## config.mk

```make
export PLATFORM = sky130hd
export DESIGN_NAME = coi2_conv_ctrl
export DESIGN_NICKNAME = d
export VERILOG_FILES = /design/src/rtl/coi2_conv_ctrl.sv
export SDC_FILE = /design/constraint.sdc
export NUM_CORES = 1
export LEC_CHECK = 0
export BUFFER_PORTS_ARGS = -buffer_cell sky130_fd_sc_hd__buf_2
export CAP_MARGIN = 20
export CORE_MARGIN = 4
export CORE_UTILIZATION = 55
export DETAILED_ROUTE_END_ITERATION = 16
export PLACE_DENSITY = 0.81
export SLEW_MARGIN = 20
export SYNTH_ARGS = -nofsm -noshare
export SYNTH_HDL_FRONTEND = slang
export SYNTH_SLANG_ARGS = --single-unit
export TNS_END_PERCENT = 5
```

## constraint.sdc

```tcl
create_clock -name clk -period 4.1 [get_ports clk]
set_input_delay 0.205 -clock clk [delete_from_list [all_inputs] [get_ports clk]]
set_output_delay 0.205 -clock clk [all_outputs]
set_load 0.005 [all_outputs]
```

## src/rtl/coi2_conv_ctrl.sv

```systemverilog
// coi2_conv_ctrl: conversion sequencer for a second-order cascade-of-integrators decimator
module coi2_conv_ctrl #(
  parameter int OSR_W    = 16,
  parameter int DW       = 32,
  parameter int PIPE_LAT = 2,
  parameter int CNT_W    = 16
) (
  input  logic             clk,
  input  logic             rst_adc,
  input  logic             start,
  input  logic             cont,
  input  logic             stop,
  input  logic             abort,
  input  logic [OSR_W-1:0] cfg_osr,
  input  logic [OSR_W-1:0] cfg_settle,
  input  logic [DW-1:0]    filt_dout,
  output logic             mod_en,
  output logic             filt_clr,
  output logic             busy,
  output logic [DW-1:0]    res_data,
  output logic             res_valid,
  input  logic             res_ready,
  output logic             overrun,
  output logic             cfg_err,
  output logic [CNT_W-1:0] conv_cnt
);
  localparam logic [2:0] S_IDLE   = 3'd0;
  localparam logic [2:0] S_SETTLE = 3'd1;
  localparam logic [2:0] S_CLEAR  = 3'd2;
  localparam logic [2:0] S_INTEG  = 3'd3;
  localparam logic [2:0] S_DRAIN  = 3'd4;
  localparam logic [OSR_W-1:0] ONE        = OSR_W'(1);
  localparam logic [OSR_W-1:0] TWO        = OSR_W'(2);
  localparam logic [OSR_W-1:0] DRAIN_LAST = OSR_W'(PIPE_LAT - 1);
  localparam logic [CNT_W-1:0] CNT_ONE    = CNT_W'(1);

  logic [2:0]       r_state, w_next;
  logic [OSR_W-1:0] r_cnt, r_osr, r_settle;
  logic             r_cont, r_stop;
  logic [DW-1:0]    r_res_data;
  logic             r_res_valid, r_overrun, r_cfg_err;
  logic [CNT_W-1:0] r_conv_cnt;
  logic             w_accept, w_last, w_cap;

  assign w_accept  = r_state == S_IDLE && start && cfg_osr >= TWO && !abort;
  assign w_last    = (r_state == S_SETTLE && r_cnt == r_settle - ONE) ||
                     (r_state == S_INTEG  && r_cnt == r_osr - ONE) ||
                     (r_state == S_DRAIN  && r_cnt == DRAIN_LAST);
  assign w_cap     = r_state == S_DRAIN && w_last && !abort;
  assign mod_en    = r_state == S_SETTLE || r_state == S_CLEAR || r_state == S_INTEG;
  assign filt_clr  = r_state == S_CLEAR;
  assign busy      = r_state != S_IDLE;
  assign res_data  = r_res_data;
  assign res_valid = r_res_valid;
  assign overrun   = r_overrun;
  assign cfg_err   = r_cfg_err;
  assign conv_cnt  = r_conv_cnt;

  // next-state decode; abort overrides everything, a stop seen this cycle also ends continuous mode
  always_comb begin
    w_next = r_state;
    case (r_state)
      S_IDLE:   w_next = w_accept ? (cfg_settle == '0 ? S_CLEAR : S_SETTLE) : S_IDLE;
      S_SETTLE: w_next = w_last ? S_CLEAR : S_SETTLE;
      S_CLEAR:  w_next = S_INTEG;
      S_INTEG:  w_next = w_last ? S_DRAIN : S_INTEG;
      S_DRAIN:  w_next = w_last ? ((r_cont && !(r_stop || stop)) ? S_CLEAR : S_IDLE) : S_DRAIN;
      default:  w_next = S_IDLE;
    endcase
    if (abort) w_next = S_IDLE;
  end

  // state, per-phase cycle counter, latched configuration and the sticky stop request
  always_ff @(posedge clk or posedge rst_adc) begin
    if (rst_adc) begin
      r_state  <= S_IDLE;
      r_cnt    <= '0;
      r_osr    <= '0;
      r_settle <= '0;
      r_cont   <= 1'b0;
      r_stop   <= 1'b0;
    end else begin
      r_state <= w_next;
      r_cnt   <= (w_next == r_state && r_state != S_IDLE) ? r_cnt + ONE : '0;
      r_stop  <= !(abort || r_state == S_IDLE) && (r_stop || stop);
      if (w_accept) begin
        r_osr    <= cfg_osr;
        r_settle <= cfg_settle;
        r_cont   <= cont;
      end
    end
  end

  // result capture with valid/ready handshake, overrun flag, conversion count and config error pulse
  always_ff @(posedge clk or posedge rst_adc) begin
    if (rst_adc) begin
      r_res_data  <= '0;
      r_res_valid <= 1'b0;
      r_overrun   <= 1'b0;
      r_cfg_err   <= 1'b0;
      r_conv_cnt  <= '0;
    end else begin
      r_cfg_err <= r_state == S_IDLE && start && cfg_osr < TWO && !abort;
      if (w_cap) begin
        r_conv_cnt <= r_conv_cnt + CNT_ONE;
        if (!r_res_valid || res_ready) begin
          r_res_data  <= filt_dout;
          r_res_valid <= 1'b1;
        end else begin
          r_overrun <= 1'b1;
        end
      end else if (r_res_valid && res_ready) begin
        r_res_valid <= 1'b0;
      end
    end
  end
endmodule

```

* After elaboration in Yosys (flattened, before gate mapping)
Cells that the tools add are included.
** Word-level totals
- Logic and storage cells :: 71
- Bits of input ports :: 71
- Output and inout bits :: 54
- Register bits after elaboration :: 104
** Operators by class
- Equality and inequality tests :: 9
- Add/subtract/negate cells :: 4
- Reduce and logical (&&, ||, !) cells :: 32
- Mux-type cells :: 12
- Bitwise operators :: 1
- $lt $le $gt $ge :: 2
** Operator list (count)
- adder 16 x 1 -> 16 bit (second input constant) :: 2
- == test 16 bit :: 2
- subtractor 16 x 1 -> 16 bit (second input constant) :: 2
- == test 16 x 1 -> 1 bit (second input constant) :: 1
- greater-or-equal comparator 16 x 2 -> 1 bit (second input constant) :: 1
- zero test 16 bit :: 1
- less-than comparator 16 x 2 -> 1 bit (second input constant) :: 1
- two-way mux 16 bit :: 1
- one-hot mux 3 bit (5 select lines) :: 1
- logical AND 1 bit :: 14
- two-way mux 3 bit :: 3
- two-way mux 2 bit :: 4
- logical OR 1 bit :: 7
- == test 3 x 2 -> 1 bit (second input constant) :: 2
- AND reduction 2 bit :: 3
- zero test 1 bit :: 4
- == test 3 x 1 -> 1 bit (second input constant) :: 1
- == test 3 bit :: 1
- == test 3 bit (second input constant) :: 1
- zero test 3 bit :: 1
- two-way mux 1 bit :: 3
- nonzero test 3 bit :: 1
- inequality test 2 x 1 -> 1 bit (second input constant) :: 1
- nonzero test 2 bit :: 1
- NOT 1 bit :: 1

* Longest topological paths before layout
- Depth in word-level cells :: 11
- Mapped depth :: 11
- Depth with buffers taken out :: 9

* Worst setup path before layout
OpenSTA, ideal clock, no wires.
- Path kind :: register -> register
- Start :: register r_settle[0]
- End :: register r_cnt[10]
- Path buffers :: 1
- Setup time :: 0.144 ns
- Data required time :: 3.956 ns
- Period minus slack after synthesis :: 2.849 ns
- Arrival :: 2.706 ns
- Cell stages (with the launch flop) :: 11
- Path slack :: 1.251 ns
- Cells stage by stage :: dfrtp_1 > inv_1 > ha_1 > nor4b_2 > nand4_1 > xnor2_1 > or4_4 > or4b_4 > nand3_4 > buf_12 > a21oi_2
** On the way
- Word-level cells in the longest chain between the ends :: 11
- Elaborated cells on any way between the ends :: 13
- Classes of those cells :: add/sub: 1; eq/ne: 2; mux: 6; reduce/logical: 4
** Ends and longest elaborated chain
- from (decl) :: line 38 : logic [OSR_W-1:0] r_cnt, r_osr, r_settle;
- from (signal assigned) :: line 88 : r_settle <= cfg_settle;
- subtractor 16 x 1 -> 16 bit (*) :: line 46 : assign w_last = (r_state == S_SETTLE && r_cnt == r_settle - ONE) ||
- == test 16 bit (*) :: line 46
- logical AND 1 bit (*) :: line 46
- logical OR 1 bit (*) :: line 46
- logical OR 1 bit (*) :: line 47 : (r_state == S_INTEG && r_cnt == r_osr - ONE) ||
- two-way mux 3 bit (tied with other cells) :: line 67 : S_DRAIN: w_next = w_last ? ((r_cont && !(r_stop || stop)) ? S_CLEAR : S_IDLE) : S_DRAIN;
- one-hot mux 3 bit (5 select lines) (*) :: line 62 : case (r_state)
- two-way mux 3 bit (*) :: line 70 : if (abort) w_next = S_IDLE;
- == test 3 bit (*) :: line 84 : r_cnt <= (w_next == r_state && r_state != S_IDLE) ? r_cnt + ONE : '0;
- logical AND 1 bit (*) :: line 84
- two-way mux 16 bit (*) :: line 84
- to (signal assigned) :: line 84
- to (decl) :: line 38
Every way passes the cells marked *; elsewhere a longest branch is shown, timed or not.
A chain may end at the register's enable or synchronous reset.

* Final worst setup path
- Start :: register r_osr[0]
- End :: register r_cnt[15]
** On the way
- Word-level cells in the longest chain between the ends :: 11
- Elaborated cells on any way between the ends :: 13
- Classes of those cells :: add/sub: 1; eq/ne: 2; mux: 6; reduce/logical: 4
** Ends and longest elaborated chain
- from (decl) :: line 38
- from (signal assigned) :: line 87 : r_osr <= cfg_osr;
- subtractor 16 x 1 -> 16 bit (*) :: line 47
- == test 16 bit (*) :: line 47
- logical AND 1 bit (*) :: line 47
- logical OR 1 bit (*) :: line 46
- logical OR 1 bit (*) :: line 47
- two-way mux 3 bit (tied with other cells) :: line 67
- one-hot mux 3 bit (5 select lines) (*) :: line 62
- two-way mux 3 bit (*) :: line 70
- == test 3 bit (*) :: line 84
- logical AND 1 bit (*) :: line 84
- two-way mux 16 bit (*) :: line 84
Marked as above.

==> results by group <==
Global routing
  – Global-route wire length before repair: 21470 um
  – Gr usage total: 23.11%
  – Pin count of the biggest net entering global routing: 78
  – Vias in the first global route: 4460
  – GRT overflow: 0
  – Number of antenna violations at the first check in global routing: 0

Finish
  – Area of the multi-input gates: 2889 um2
  – Share of layout cells above drive strength 1: 38.49%
  – Diode count: 0
  – Area grow syn2layout: 15.52%
  – Post-Layout Cell Count: 754
  – Fillcell total: 785
  – Area taken by flip-flops and latches: 2603 um2
  – Nets: 692

Setup path
  – Setup crit start kind: register
  – Worst flop-to-flop path startpoint: r_osr[0]
  – Kind of critical path: reg2reg
  – WP buf/inv: 0
  – Worst path depth: 7
  – WP data required: 4330 ps
  – Slowest CP cell: a2111oi_0
  – Crit. End Element: register
  – CP max stage delay: 670 ps
  – Crit-path max FO: 15
  – R2R depth: 7
  – Critical path cell sequence: nor4_1 > nand4_1 > or3_1 > a2111oi_0 > o2111ai_2 > nand3_4 > a21oi_1
  – Top Family by Delay on Critical Path: simple AND/OR/NAND/NOR gates
  – Worst Path Arrival: 3570 ps
  – CP Launch Point: r_osr[0]

Logic synthesis
  – Largest cells by area after synthesis: dfrtp_1 (46%), mux2_2 (12%), xnor2_1 (5.2%), xor2_1 (4.8%), nor4_1 (2.0%)
  – Synthesized cell area: 5675 um2
  – Most frequent cell after synthesis: dfrtp_1
  – Yosys warnings: 0
  – Post-synth top cells: dfrtp_1 (104), mux2_2 (62), xnor2_1 (34)
  – Synthesized netlist cell count: 502
  – Top FF cell, synth: dfrtp_1
  – Top-area cell type share of the netlist area: 45.86%
  – Yosys top cell by area: dfrtp_1
  – Syn nets: 578
  – Seq/Total Area, Yosys: 45.86%
  – Count of cell types in the netlist: 71
  – Syn_area_per_cell: 11.31 um2
  – Post-synth ARST share: 100.0%
  – #FFs+latches synth: 104
  – Post-synth EDFFs: 0

Power and ir drop
  – Clk pwr share: 26.5%
  – Total power: 2347 uW
  – Sequential share of power: 53.2%
  – Leakage Power: 0.003125 uW
  – Worst vdd ir: 0.3084 mV
  – Fraction of power consumed by combinational cells: 20.4%
  – Sw Pwr: 744.8 uW
  – Ratio of total power to cell area: 358.0 nW/um2
  – Int Power: 1602 uW
  – Sw Ratio: 31.74%

Floorplanning
  – Row cnt: 36
  – Die W: 109.6 um
  – Die area: 12010 um2
  – Die height: 109.6 um
  – Core Region: 9910 um2
  – Starting Density: 57.27%
  – Top Ports: 125

Routing
  – # DRC: 0
  – Detailed-route vias per instance: 5.857
  – WL/cell: 18.22 um
  – DR vias: 4416
  – First-pass DRT Iterations: 7
  – Post-route ant nets: 0
  – Drt initial violations: 311
  – Final wirelength: 13740 um

Timing
  – Tcrit/Tclk final: 81.51%
  – Setup TNS: 0 ps
  – Slew @ Worst Pin: 948.0 ps
  – FMAX: 299.2 MHz
  – # setup viols final: 0
  – Final Max Tran Viols: 0
  – Hold Fails Final Rpt: 0
  – Post-route minimum period: 3342 ps
  – Clk_skew: 9.849 ps
  – Slew margin rel.: 36.80%
  – Unrepaired setup endpoints after global routing: no
  – Final WS setup: 758.3 ps

CTS
  – Clk_lat worst skew: 390 ps
  – Num Clock Sinks: 104
  – Root buffer cell: clkbuf_8
  – H-tree levels: 3
  – CTS tree: done
  – Clk buf depth: 2
  – Post-CTS Setup Bufs: 0
  – CTS clk-pin slew, worst paths: 100 ps
  – Cts bufs inserted: 9

Job
  – Max-cap violations: 0

Placement
  – Placed cell count: 737
  – RePlAce Congestion: 0.8620
  – Hpwl dp: 10260 um
  – Worst slack, placed: 919.5 ps
  – I/O Buffers: 124

Worst hold path
  – Min-Delay Path Class: in2async

Status
  – Status: finished, final reports clean
[sequential cells by signal, indices dropped and copies added, names as in the netlist]
register and cells:
r_settle 16, overrun 1, r_osr 16, conv_cnt 16, r_cont 1, r_stop 1, cfg_err 1, r_cnt 16
res_valid 1, res_data 32, r_state 3
[stage by stage]
stage	hold slack (ps)	area (um2)	util (%)
detailed placement	426.3	6356	64.14
global placement	416.6	6356	64.14
CTS	8.399	6546	66.06
finish	20.87	6556	66.16
floorplan	277.1	5675	-
global route	13.30	6556	66.16
[what timing repair did]
item                      in CTS  in global routing
hold buffers                   0                  1
resized for setup              0                  0
hold endpoints to repair       0                  1
[logic make-up after synthesis]
family / Yosys count / synth area share (%)
xor+xnor: 65 / 10.03
mux: 68 / 13.54
compound gates: 63 / 8.819
flops: 104 / 45.86
buf+inv: 38 / 3.241
fa+ha+maj: 5 / 1.102
simple gates: 159 / 17.42
[placed cells by master, fill, tap and decap left out, types with 7 or more instances in the layout]
cell type,instances
a21oi_1,8
nand4_1,15
nor3_1,14
clkbuf_8,11
nor4_1,18
xor2_1,31
nand3_1,18
and3_1,8
dfrtp_1,104
inv_1,11
buf_2,124
a21oi_2,10
and2_1,7
nand2_1,11
xnor2_1,34
nor2_1,20
mux2_2,62
[path summary, 6_finish.rpt]
kind / to / slack [ps]
setup / recovery: r_cnt[15] / 760
hold / removal: res_data[5] / 20
setup reg to reg: r_cnt[15] / 760
hold reg to reg: conv_cnt[15] / 480
max in group asynchronous: r_osr[13] / 3160
min in group clk: res_data[30] / 30
[final cells by class]
| cell class | count | area share (%) |
|---|---|---|
| Clock buffer | 11 | 2.309 |
| Clock inverter | 5 | 0.5916 |
| Inverter | 12 | 0.7252 |
| Multi-Input combinational cell | 360 | 44.06 |
| Sequential cell | 104 | 39.69 |
| Tap cell | 133 | 2.538 |
| Timing Repair Buffer | 129 | 10.08 |
[per-layer routing]
layer  part of all wire [%]  vias up  track usage (%)
met1                     41     2166            29.11
met2                     50      153            38.32
li1                       -     2062                -
met5                      0        -                0
met4                    2.8        0            8.281
met3                    5.9       35            6.283
[power groups by stage]
stage          clock [uW]  combinational (uW)  sequential (uW)
2_1_floorplan           0                 383             1210
3_3_place_gp            0                 443             1250
3_5_place_dp            0                 472             1260
4_1_cts               638                 477             1240
5_1_grt               677                 530             1260
6_report              621                 478             1250
Note: power is estimated with default switching activity, not from simulation.
